## config.mk

```make
export PLATFORM = sky130hd
export DESIGN_NAME = mbc_header_loader
export DESIGN_NICKNAME = d
export VERILOG_FILES = /design/src/rtl/mbc_header_loader.sv
export SDC_FILE = /design/constraint.sdc
export NUM_CORES = 1
export LEC_CHECK = 0
export CORE_ASPECT_RATIO = 0.75
export CORE_MARGIN = 4
export CORE_UTILIZATION = 40
export DETAILED_ROUTE_END_ITERATION = 8
export PLACE_DENSITY_LB_ADDON = 0.3
export SYNTH_ARGS = -nofsm -noshare
export SYNTH_HDL_FRONTEND = slang
export SYNTH_SLANG_ARGS = --single-unit
```

## constraint.sdc

```tcl
create_clock -name clk -period 4.1 [get_ports clk]
set_clock_uncertainty 0.05 [all_clocks]
set_input_delay 0.82 -clock clk [delete_from_list [all_inputs] [get_ports clk]]
set_output_delay 0.82 -clock clk [all_outputs]
set_load 0.005 [all_outputs]
```

## src/rtl/mbc_header_loader.sv

```systemverilog
// mbc_header_loader: reads the cartridge header at boot, latches mapper config, holds the CPU off the bus until done.
// Define MBC_HDR_CHECKSUM_EN to read 0x134..0x14d and verify the header checksum.
module mbc_header_loader #(
    parameter int TIMEOUT_W = 8
) (
    input  logic        clk,
    input  logic        reset,
    input  logic        reload,
    input  logic [14:0] cpu_iadr,
    input  logic        cpu_rd,
    input  logic        cpu_ics_rom,
    output logic [14:0] bus_iadr,
    output logic        bus_rd,
    output logic        bus_ics_rom,
    input  logic [7:0]  bus_data,
    input  logic        bus_ack,
    output logic        cpu_hold,
    output logic [7:0]  cart_type,
    output logic [2:0]  rom_size,
    output logic [1:0]  ram_size,
    output logic        hdr_done,
    output logic        hdr_err
);
`ifdef MBC_HDR_CHECKSUM_EN
    localparam logic [14:0] FIRST = 15'h134;
    localparam logic [14:0] LAST  = 15'h14d;
`else
    localparam logic [14:0] FIRST = 15'h147;
    localparam logic [14:0] LAST  = 15'h149;
`endif
    localparam logic [TIMEOUT_W-1:0] TLAST = {{(TIMEOUT_W-1){1'b1}}, 1'b0};

    typedef enum logic [2:0] {START, REQ, WAIT, NEXT, CHECK, DONE, ERROR} state_t;

    state_t               state, next;
    logic [14:0]          adr;
    logic [TIMEOUT_W-1:0] tcnt;
    logic [7:0]           b147, b148, b149;
    logic [2:0]           rom_dec;
    logic [1:0]           ram_dec;
    logic                 err_dec, loader, owned;
`ifdef MBC_HDR_CHECKSUM_EN
    logic [7:0]           csum, b14d;
`endif

    always_ff @(posedge clk) begin
        if (reset)
            state <= START;
        else
            state <= next;
    end

    always_comb begin
        next = state;
        case (state)
            START:   next = REQ;
            REQ:     next = WAIT;
            WAIT:    next = bus_ack ? NEXT : (tcnt == TLAST ? ERROR : WAIT);
            NEXT:    next = adr == LAST ? CHECK : REQ;
            CHECK:   next = DONE;
            default: next = reload ? START : state;
        endcase
    end

    // The mux select is the registered state, so the bus never mixes loader and CPU signals.
    always_comb begin
        loader      = state == REQ || state == WAIT;
        owned       = state == DONE || state == ERROR;
        cpu_hold    = !owned;
        bus_iadr    = owned ? cpu_iadr : (loader ? adr : '0);
        bus_rd      = owned ? cpu_rd : loader;
        bus_ics_rom = owned ? cpu_ics_rom : loader;
    end

    always_comb begin
        rom_dec = b148 > 8'd6 ? 3'd6 : b148[2:0];
        ram_dec = b149 > 8'd3 ? 2'd3 : (b149 < 8'd2 ? 2'd0 : b149[1:0]);
`ifdef MBC_HDR_CHECKSUM_EN
        err_dec = b148 > 8'd6 || b149 > 8'd3 || csum != b14d;
`else
        err_dec = b148 > 8'd6 || b149 > 8'd3;
`endif
    end

    always_ff @(posedge clk) begin
        if (reset) begin
            adr       <= FIRST;
            tcnt      <= '0;
            b147      <= '0;
            b148      <= '0;
            b149      <= '0;
            cart_type <= '0;
            rom_size  <= '0;
            ram_size  <= '0;
            hdr_done  <= 1'b0;
            hdr_err   <= 1'b0;
`ifdef MBC_HDR_CHECKSUM_EN
            csum      <= '0;
            b14d      <= '0;
`endif
        end else begin
            case (state)
                START: begin
                    adr  <= FIRST;
                    tcnt <= '0;
`ifdef MBC_HDR_CHECKSUM_EN
                    csum <= '0;
`endif
                end
                REQ: tcnt <= '0;
                WAIT: begin
                    tcnt <= tcnt + 1'b1;
                    if (bus_ack) begin
                        if (adr == 15'h147) b147 <= bus_data;
                        if (adr == 15'h148) b148 <= bus_data;
                        if (adr == 15'h149) b149 <= bus_data;
`ifdef MBC_HDR_CHECKSUM_EN
                        if (adr == LAST)
                            b14d <= bus_data;
                        else
                            csum <= csum - bus_data - 8'd1;
`endif
                    end else if (tcnt == TLAST) begin
                        cart_type <= '0;
                        rom_size  <= '0;
                        ram_size  <= '0;
                        hdr_err   <= 1'b1;
                        hdr_done  <= 1'b1;
                    end
                end
                NEXT: adr <= adr + 15'd1;
                CHECK: begin
                    cart_type <= b147;
                    rom_size  <= rom_dec;
                    ram_size  <= ram_dec;
                    hdr_err   <= err_dec;
                    hdr_done  <= 1'b1;
                end
                default: begin
                    if (reload) begin
                        hdr_done <= 1'b0;
                        hdr_err  <= 1'b0;
                    end
                end
            endcase
        end
    end
endmodule
```

After elaboration in Yosys (flattened, before gate mapping)
Cells that the tools add are included.
{"block": "totals", "reg_bits": 65, "latch_bits": 0, "ram_bits": 0, "mem_bits_ro": 0, "in_bits": 29, "output_inout_bits": 33, "elab_cells": 74, "mem_count": 0}
{"block": "classes", "addsub": 2, "multipliers": 0, "n_div": 0, "n_lt_le_gt_ge": 3, "n_eq_ne": 12, "n_shift": 0, "n_mux": 28, "bitwise_logic": 1, "reduce_logical": 17}
{"op": "$eq 15x9->1 const B", "count": 3}
{"op": "$pmux 8 s2", "count": 2}
{"op": "$mux 15", "count": 2}
{"op": "$pmux 15 s2", "count": 1}
{"op": "$mux 3", "count": 7}
{"op": "$mux 8", "count": 2}
{"op": "$add 15x1->15 const B", "count": 1}
{"op": "$pmux 3 s5", "count": 1}
{"op": "$reduce_and 3->1", "count": 4}
{"op": "$eq 3x3->1 const B", "count": 3}
{"op": "$add 8x1->8 const B", "count": 1}
{"op": "$eq 8x8->1 const B", "count": 1}
{"op": "$gt 8x2->1 const B", "count": 1}
{"op": "$gt 8x3->1 const B", "count": 1}
{"op": "$lt 8x2->1 const B", "count": 1}
{"op": "$mux 2", "count": 4}
{"op": "$eq 3x2->1 const B", "count": 2}
{"op": "$pmux 1 s3", "count": 2}
{"op": "$pmux 3 s2", "count": 1}
{"op": "$reduce_bool 2->1", "count": 3}
{"op": "$reduce_bool 6->1", "count": 1}
{"op": "$mux 1", "count": 5}
{"op": "$ne 2x2->1 const B", "count": 2}
{"op": "$pmux 2 s2", "count": 1}
{"op": "other kinds (9)", "count": 11}

Depth between registers and ports, before layout
Gate-level depths: netlist (run 1).
{"block": "logic_depth", "ltp_word": 4, "depth_mapped": 7, "ltp_nobuf": 6}

Worst setup path after synthesis (run 1)
OpenSTA, ideal clock, no wires.
{"block": "synth_timing", "kind": "register -> output", "startpoint": "reg state[2]", "endpoint": "out bus_iadr[0]", "arrival_time_ns": 1.329, "required_ns": 3.230, "path_slack_ns": 1.901, "path_stages_with_launch": 6, "path_buffers": 3, "path_cell_list": "dfxtp_1 clkbuf_1 buf_2 buf_1 mux2i_1 nor2_1"}
{"block": "synth_between", "elab_chain_cells": 4, "word_cells_on_any_way": 8, "cone_classes": "eq/ne: 4; mux: 2; reduce/logical: 2"}
{"element": "start: declaration", "line_no": "35", "rtl": "state_t state, next;"}
{"element": "start signal: assignment", "line_no": "50", "rtl": "state <= next;"}
{"element": "$eq 3x1->1 or $eq 3x2->1 (tied branches)", "line_no": "67", "rtl": "loader = state == REQ || state == WAIT;"}
{"element": "$logic_or 1x1->1", "line_no": "67"}
{"element": "$mux 15", "line_no": "70", "rtl": "bus_iadr = owned ? cpu_iadr : (loader ? adr : '0);"}
{"element": "$mux 15 *", "line_no": "70"}
{"element": "end: declaration", "line_no": "12", "rtl": "output logic [14:0] bus_iadr,"}
Mark *: on every way between the ends. The rest lies on a longest branch, timed or not.

Worst setup path in the final report (run 1)
{"block": "layout_timing", "startpoint": "reg state[2]", "endpoint": "out bus_iadr[12]"}
Same word-level chain as after synthesis.

==> flow_summary.toml, run 1 <==
[status]
outcome = "complete, no violations"

[worst_setup_path]
cp_slowest_cell = "dfxtp_2"
path_cells = "mux2i_1 -> nor2_1 -> clkdlybuf4s50_1"
critPathTopFamily = "flip-flops"
cpPeakStageDelay_ns = 1.00
critPathKind = "register to primary output"
cp.required_ns = 3.23
start_kind = "register"
critPathMaxFanout = 45
critPathArrivalTime_ns = 2.18
cp-end-kind = "primary output"
critPathBufInv = 1

[clocking]
clockRootBuffer = "clkbuf_8"
cts_buffers = 9
cts-resized-gates = 0
postCtsSetupBuffers = 0
cts_buffer_depth = 2
cts_tree = "yes"
htree_levels = 3
clock_latency_ns = 0.34
tritoncts_num_sinks = 65
hold_buffers = 0
cts.clk_slew.worst_paths_ns = 0.07

[drt]
via_count = 3003
finalWirelength_um = 8390
drt_first_pass_iters = 6
antenna_left = 0
via_per_inst = 5.45
initialDrtViolationCount = 198
avgRoutedWirePerCell_um = 15.2
drc_errors = 0

[placed_design]
portBuffers = 61
place_congestion = 0.843
hpwl_um = 5990

[synthesis]
synth_seq_area_share_pct = 38.9
syn_area_um2 = 3340
synth_seq_cells = 65
syn-mean-instance-area_um2 = 8.57
yosysUniqueCellTypes = 57
ys.flop_type = "dfxtp_1"
synth_edf_count = 0
synthCells = 390
synth_top_area_share_pct = 38.9
synth_fp_nets = 424
async_flop_share_pct = 0
yosys_warnings = 0
synth_top_area_cell = "dfxtp_1"
netlist_top_cells_area = "dfxtp_1 39%, mux2i_1 9.6%, nand2_1 6.0%, nor2_1 4.6%, a31o_2 4.2%"

[grt]
antenna_found_initial = 0
grt_use_total_pct = 17.6
grt_overflow = 0
first_global_vias = 2802
grt_pass1_wl_um = 13900
grt_max_degree = 47

[floorplan]
die-area_um2 = 9900
coreArea_um2 = 8020
fp.dieH_um = 87.2
io-pin-count = 62
rows = 28
die_x_um = 114
initial_utilization_pct = 41.7

[timing]
hold_violations = 0
slew_violations = 0
rsz0062_at_grt = "false"
finalCritPeriodShare_pct = 74.5
fin_tns_setup_ns = 0
final.min_clock_period_ns = 3.05
timing.fmax_mhz = 327
setup_viol = 0
max_slew_margin_pct = 33.0
max_slew.worst_pin.slew_ns = 1.00

[final_layout]
area_growth_pct = 25.7
multi_input_area_um2 = 1860
layout_commonest_cell = "dfxtp_1"
drive_gt1_share_pct = 11.7
diodes = 0
seqCellArea_um2 = 1300
num-nets-final = 475
mostFrequentLayoutCells = "64 x dfxtp_1, 61 x clkdlybuf4s50_1, 53 x nand2_1"
nFillCells = 717

[power_and_ir_drop]
p_per_area_nw_per_um2 = 331
p_total_w = 0.00139
p_leak_nw = 1.42
ir_drop_uv = 163

[job]
maxCapViolCount = 0

[worst_hold_path]
hp-class = "register to register"
routing by layer:
layer | routed length [um] | GRT usage [%] | vias to the layer above
met5 | 0 | 0 | -
met1 | 4350 | 25.5 | 1421
met2 | 3640 | 25.3 | 69
li1 | - | - | 1509
met4 | 65 | 4.69 | 0
met3 | 333 | 5.14 | 4
report_power, final:
part	internal, W	total [W]	switching, W
clock	0.000298	0.000555	0.000257
combinational	0.0000869	0.000187	0.000100
sequential	0.000639	0.000648	0.00000857
layout make-up:
| type | count | share of cell area, % |
|---|---|---|
| Sequential cell | 65 | 31.0 |
| Timing Repair Buffer | 65 | 15.2 |
| Multi-Input combinational cell | 284 | 44.3 |
| Clock inverter | 6 | 1.61 |
| Inverter | 16 | 1.43 |
| Clock buffer | 10 | 3.27 |
| Tap cell | 105 | 3.13 |
worst paths after layout:
path / cells past startpoint / slack (ns) / start / to
setup / recovery: 3 / 1.05 / state[2] / bus_iadr[12]
hold / removal: 2 / 0.41 / b149[6] / b149[6]
setup reg to reg: 3 / 1.73 / state[2] / cart_type[4]
hold reg to reg: 2 / 0.41 / b149[6] / b149[6]
tightest hold or removal path, delay by kind of cell, from the launching register on:
family / cells / cell delay (ns)
flip-flops: 1 / 0.32
multiplexers: 1 / 0.05
AND/OR/NAND/NOR: 1 / 0.05
registers in the layout, summed over array words and instances, names as in the netlist, 2 cells and up:
signal	flops
adr	15
ram_size	2
cart_type	8
b149	8
b148	8
rom_size	3
b147	8
tcnt	8
state	3
cell families (layout without fill, tap and decap cells):
kind of cell / after synthesis / after routing / synth area share, %
compound gates: 79 / 79 / 16.6
flops: 65 / 65 / 38.9
xor+xnor: 4 / 4 / 1.05
mux: 34 / 34 / 10.3
fa+ha+maj: 5 / 5 / 1.87
simple gates: 162 / 162 / 26.0
buf+inv: 41 / 97 / 5.31
cells in the mapped netlist, drive strengths merged (4+ instances only):
library cell,n
inv,16
o32ai,5
clkbuf,11
nand2,53
dfxtp,65
ha,5
a31o,17
a22oi,4
a21oi,14
nor4,5
mux2i,32
nand4,6
nand3,9
buf,14
and3,5
o21ai,15
nor2,41
nor3,16
stage by stage:
step | instance area, um^2 | std cells | utilization, % | hold slack, ns | setup WS (ns)
after floorplan | 3340 | 390 | - | 0.384 | 1.90
after global placement | 4000 | 535 | 49.8 | 0.394 | 1.26
after detailed placement | 4000 | 535 | 49.8 | 0.399 | 1.20
after CTS | 4200 | 551 | 52.4 | 0.411 | 1.03
after global routing | 4200 | 551 | 52.4 | 0.435 | 0.868
final | 4200 | 551 | 52.4 | 0.414 | 1.05
Note: power is estimated with default switching activity, not from simulation.
==> inputs of run 2 (changes only) <==
==> constraint.sdc (replaced) <==
create_clock -name clk -period 2.5 [get_ports clk]
set_clock_uncertainty 0.05 [all_clocks]
set_input_delay 0.5 -clock clk [delete_from_list [all_inputs] [get_ports clk]]
set_output_delay 0.5 -clock clk [all_outputs]
set_load 0.005 [all_outputs]
==> run 2 against run 1 <==
Cell count is 1.8% higher. Wire length grew 2.8%. Via count grew 1.3%. Combinational power rose by 68%. Sequential power up 65%. Critical path depth grew 1. Power grew 71%. Die area stayed put. Register-to-register slack got worse by 1.3 ns. Sequential cell count is the same. First-iteration DRC count is 3.0% higher. Global-route usage rose by 0.42 points. Critical endpoint is now cpu_hold. Largest power group unchanged.
==> flow_summary.toml, run 2 (synthesized netlist as in run 1, its figures left out) <==
[status]
outcome = "complete, no violations"

[grt]
grt_max_degree = 28
antenna_found_initial = 0
grt_overflow = 0
grt_pass1_wl_um = 14300
first_global_vias = 2887
grt_use_total_pct = 18.0

[worst_setup_path]
ff2ff_setup_slack_ns = 0.43
critPathTopFamily = "buffers and inverters"
critPathMaxFanout = 20
critPathKind = "register to primary output"
path_cells = "xnor2_1 -> buf_4 -> nand2b_1 -> clkdlybuf4s50_1"
cp-end-kind = "primary output"
cp.depth = 4
critPathArrivalTime_ns = 1.82
crit-reg2reg-capture = "hdr_err"
crit_end = "cpu_hold"
critPathLaunch = "state[0]"
cp_slowest_cell = "clkdlybuf4s50_1"
critPathBufInv = 2
timing.rr.start = "tcnt[1]"
cp.required_ns = 1.95
reg2reg_depth = 5
cpPeakStageDelay_ns = 0.51
start_kind = "register"

[timing]
max_slew_margin_pct = 62.2
hold_violations = 0
slew_violations = 0
final.min_clock_period_ns = 2.37
fin_tns_setup_ns = 0
finalCritPeriodShare_pct = 95.0
timing.fmax_mhz = 421
fin_ws_ns = 0.125
max_slew.worst_pin.slew_ns = 0.567
setup_viol = 0
rsz0062_at_grt = "false"

[placed_design]
place_ws_ns = 0.00969
hpwl_um = 6350
place_congestion = 0.802
portBuffers = 61

[floorplan]
coreArea_um2 = 8020
die_x_um = 114
initial_utilization_pct = 41.7
io-pin-count = 62
fp.dieH_um = 87.2
rows = 28
die-area_um2 = 9900

[clocking]
cts_buffer_depth = 2
cts.clk_slew.worst_paths_ns = 0.08
clockRootBuffer = "clkbuf_8"
postCtsSetupBuffers = 0
cts_tree = "yes"
hold_buffers = 0
clock_latency_ns = 0.34
htree_levels = 3
cts_buffers = 9
tritoncts_num_sinks = 65

[drt]
avgRoutedWirePerCell_um = 15.4
drt_first_pass_iters = 4
initialDrtViolationCount = 204
antenna_left = 0
via_per_inst = 5.42
via_count = 3041
drc_errors = 0
finalWirelength_um = 8620

[final_layout]
diodes = 0
largest_register = "adr"
num-nets-final = 485
drive_gt1_share_pct = 13.6
largest_register_ffs = 15
area_growth_pct = 28.9
layout_commonest_cell = "dfxtp_1"
mostFrequentLayoutCells = "63 x dfxtp_1, 61 x clkdlybuf4s50_1, 53 x nand2_1"

[worst_hold_path]
hp-class = "register to register"
hold_path_startpoint = "b149[5]"

[power_and_ir_drop]
ir_drop_uv = 268
p_leak_nw = 1.48
p_per_area_nw_per_um2 = 550
p_total_w = 0.00237

[job]
maxCapViolCount = 0
==> run 2: changes by cell type in the layout (fill, tap and decap cells not counted) <==
cell,previous run,this run
clkinv_2,1,0
clkbuf_8,10,9
dfxtp_4,0,1
buf_4,4,13
dfxtp_1,64,63
buf_12,0,1
clkbuf_1,0,1
bufinv_16,1,2
==> run 2: timing repair <==
action,in CTS,in global routing
gates cloned,0,0
endpoints found under the setup margin,1,15
pin swaps,0,0
gates resized for setup,1,1
==> run 2: layout make-up <==
class                      instances  area (um^2)
fill                             731         3710
multi-input combinational        284         1860
sequential                        65         1310
timing repair buffer              75          728
tap                              105          131
clock buffer                      10          128
clock inverter                     6         92.6
inverter                          16         60.1
==> run 2: how the worst min path moves through the flow <==
stage                    to  slack (ns)  depth (start not counted)
global route        b149[5]        0.43                          2
floorplan           b149[3]        0.38                          2
detailed placement  b149[5]        0.40                          2
global placement    b149[7]        0.39                          2
CTS                 b149[5]        0.41                          2
finish              b149[5]        0.41                          2
==> run 2: per-stage QoR <==
step	instances	hold slack, ns	util (%)	area, um^2
2_1_floorplan	390	0.384	-	3340
3_3_place_gp	545	0.393	50.9	4090
3_5_place_dp	545	0.399	50.9	4090
4_1_cts	561	0.411	53.7	4310
5_1_grt	561	0.434	53.7	4310
6_report	561	0.411	53.7	4310
==> run 2: per-layer routing <==
| metal | routed length [um] | global-route usage (%) |
|---|---|---|
| met1 | 4390 | 25.9 |
| met2 | 3810 | 27.2 |
| met3 | 353 | 3.96 |
| met4 | 65 | 4.69 |
| met5 | 0 | 0 |
==> run 2: worst register-to-register path, delay by kind of cell (launching register included) <==
family / cells / cell delay, ns
fa+ha+maj: 1 / 0.20
compound gates: 2 / 0.67
flops: 1 / 0.43
simple gates: 2 / 0.62
==> run 2: power by group <==
part | internal, W | switching (W) | total [W]
Combinational | 0.000154 | 0.000161 | 0.000315
Sequential | 0.00105 | 0.0000191 | 0.00107
Clock | 0.000565 | 0.000425 | 0.000990
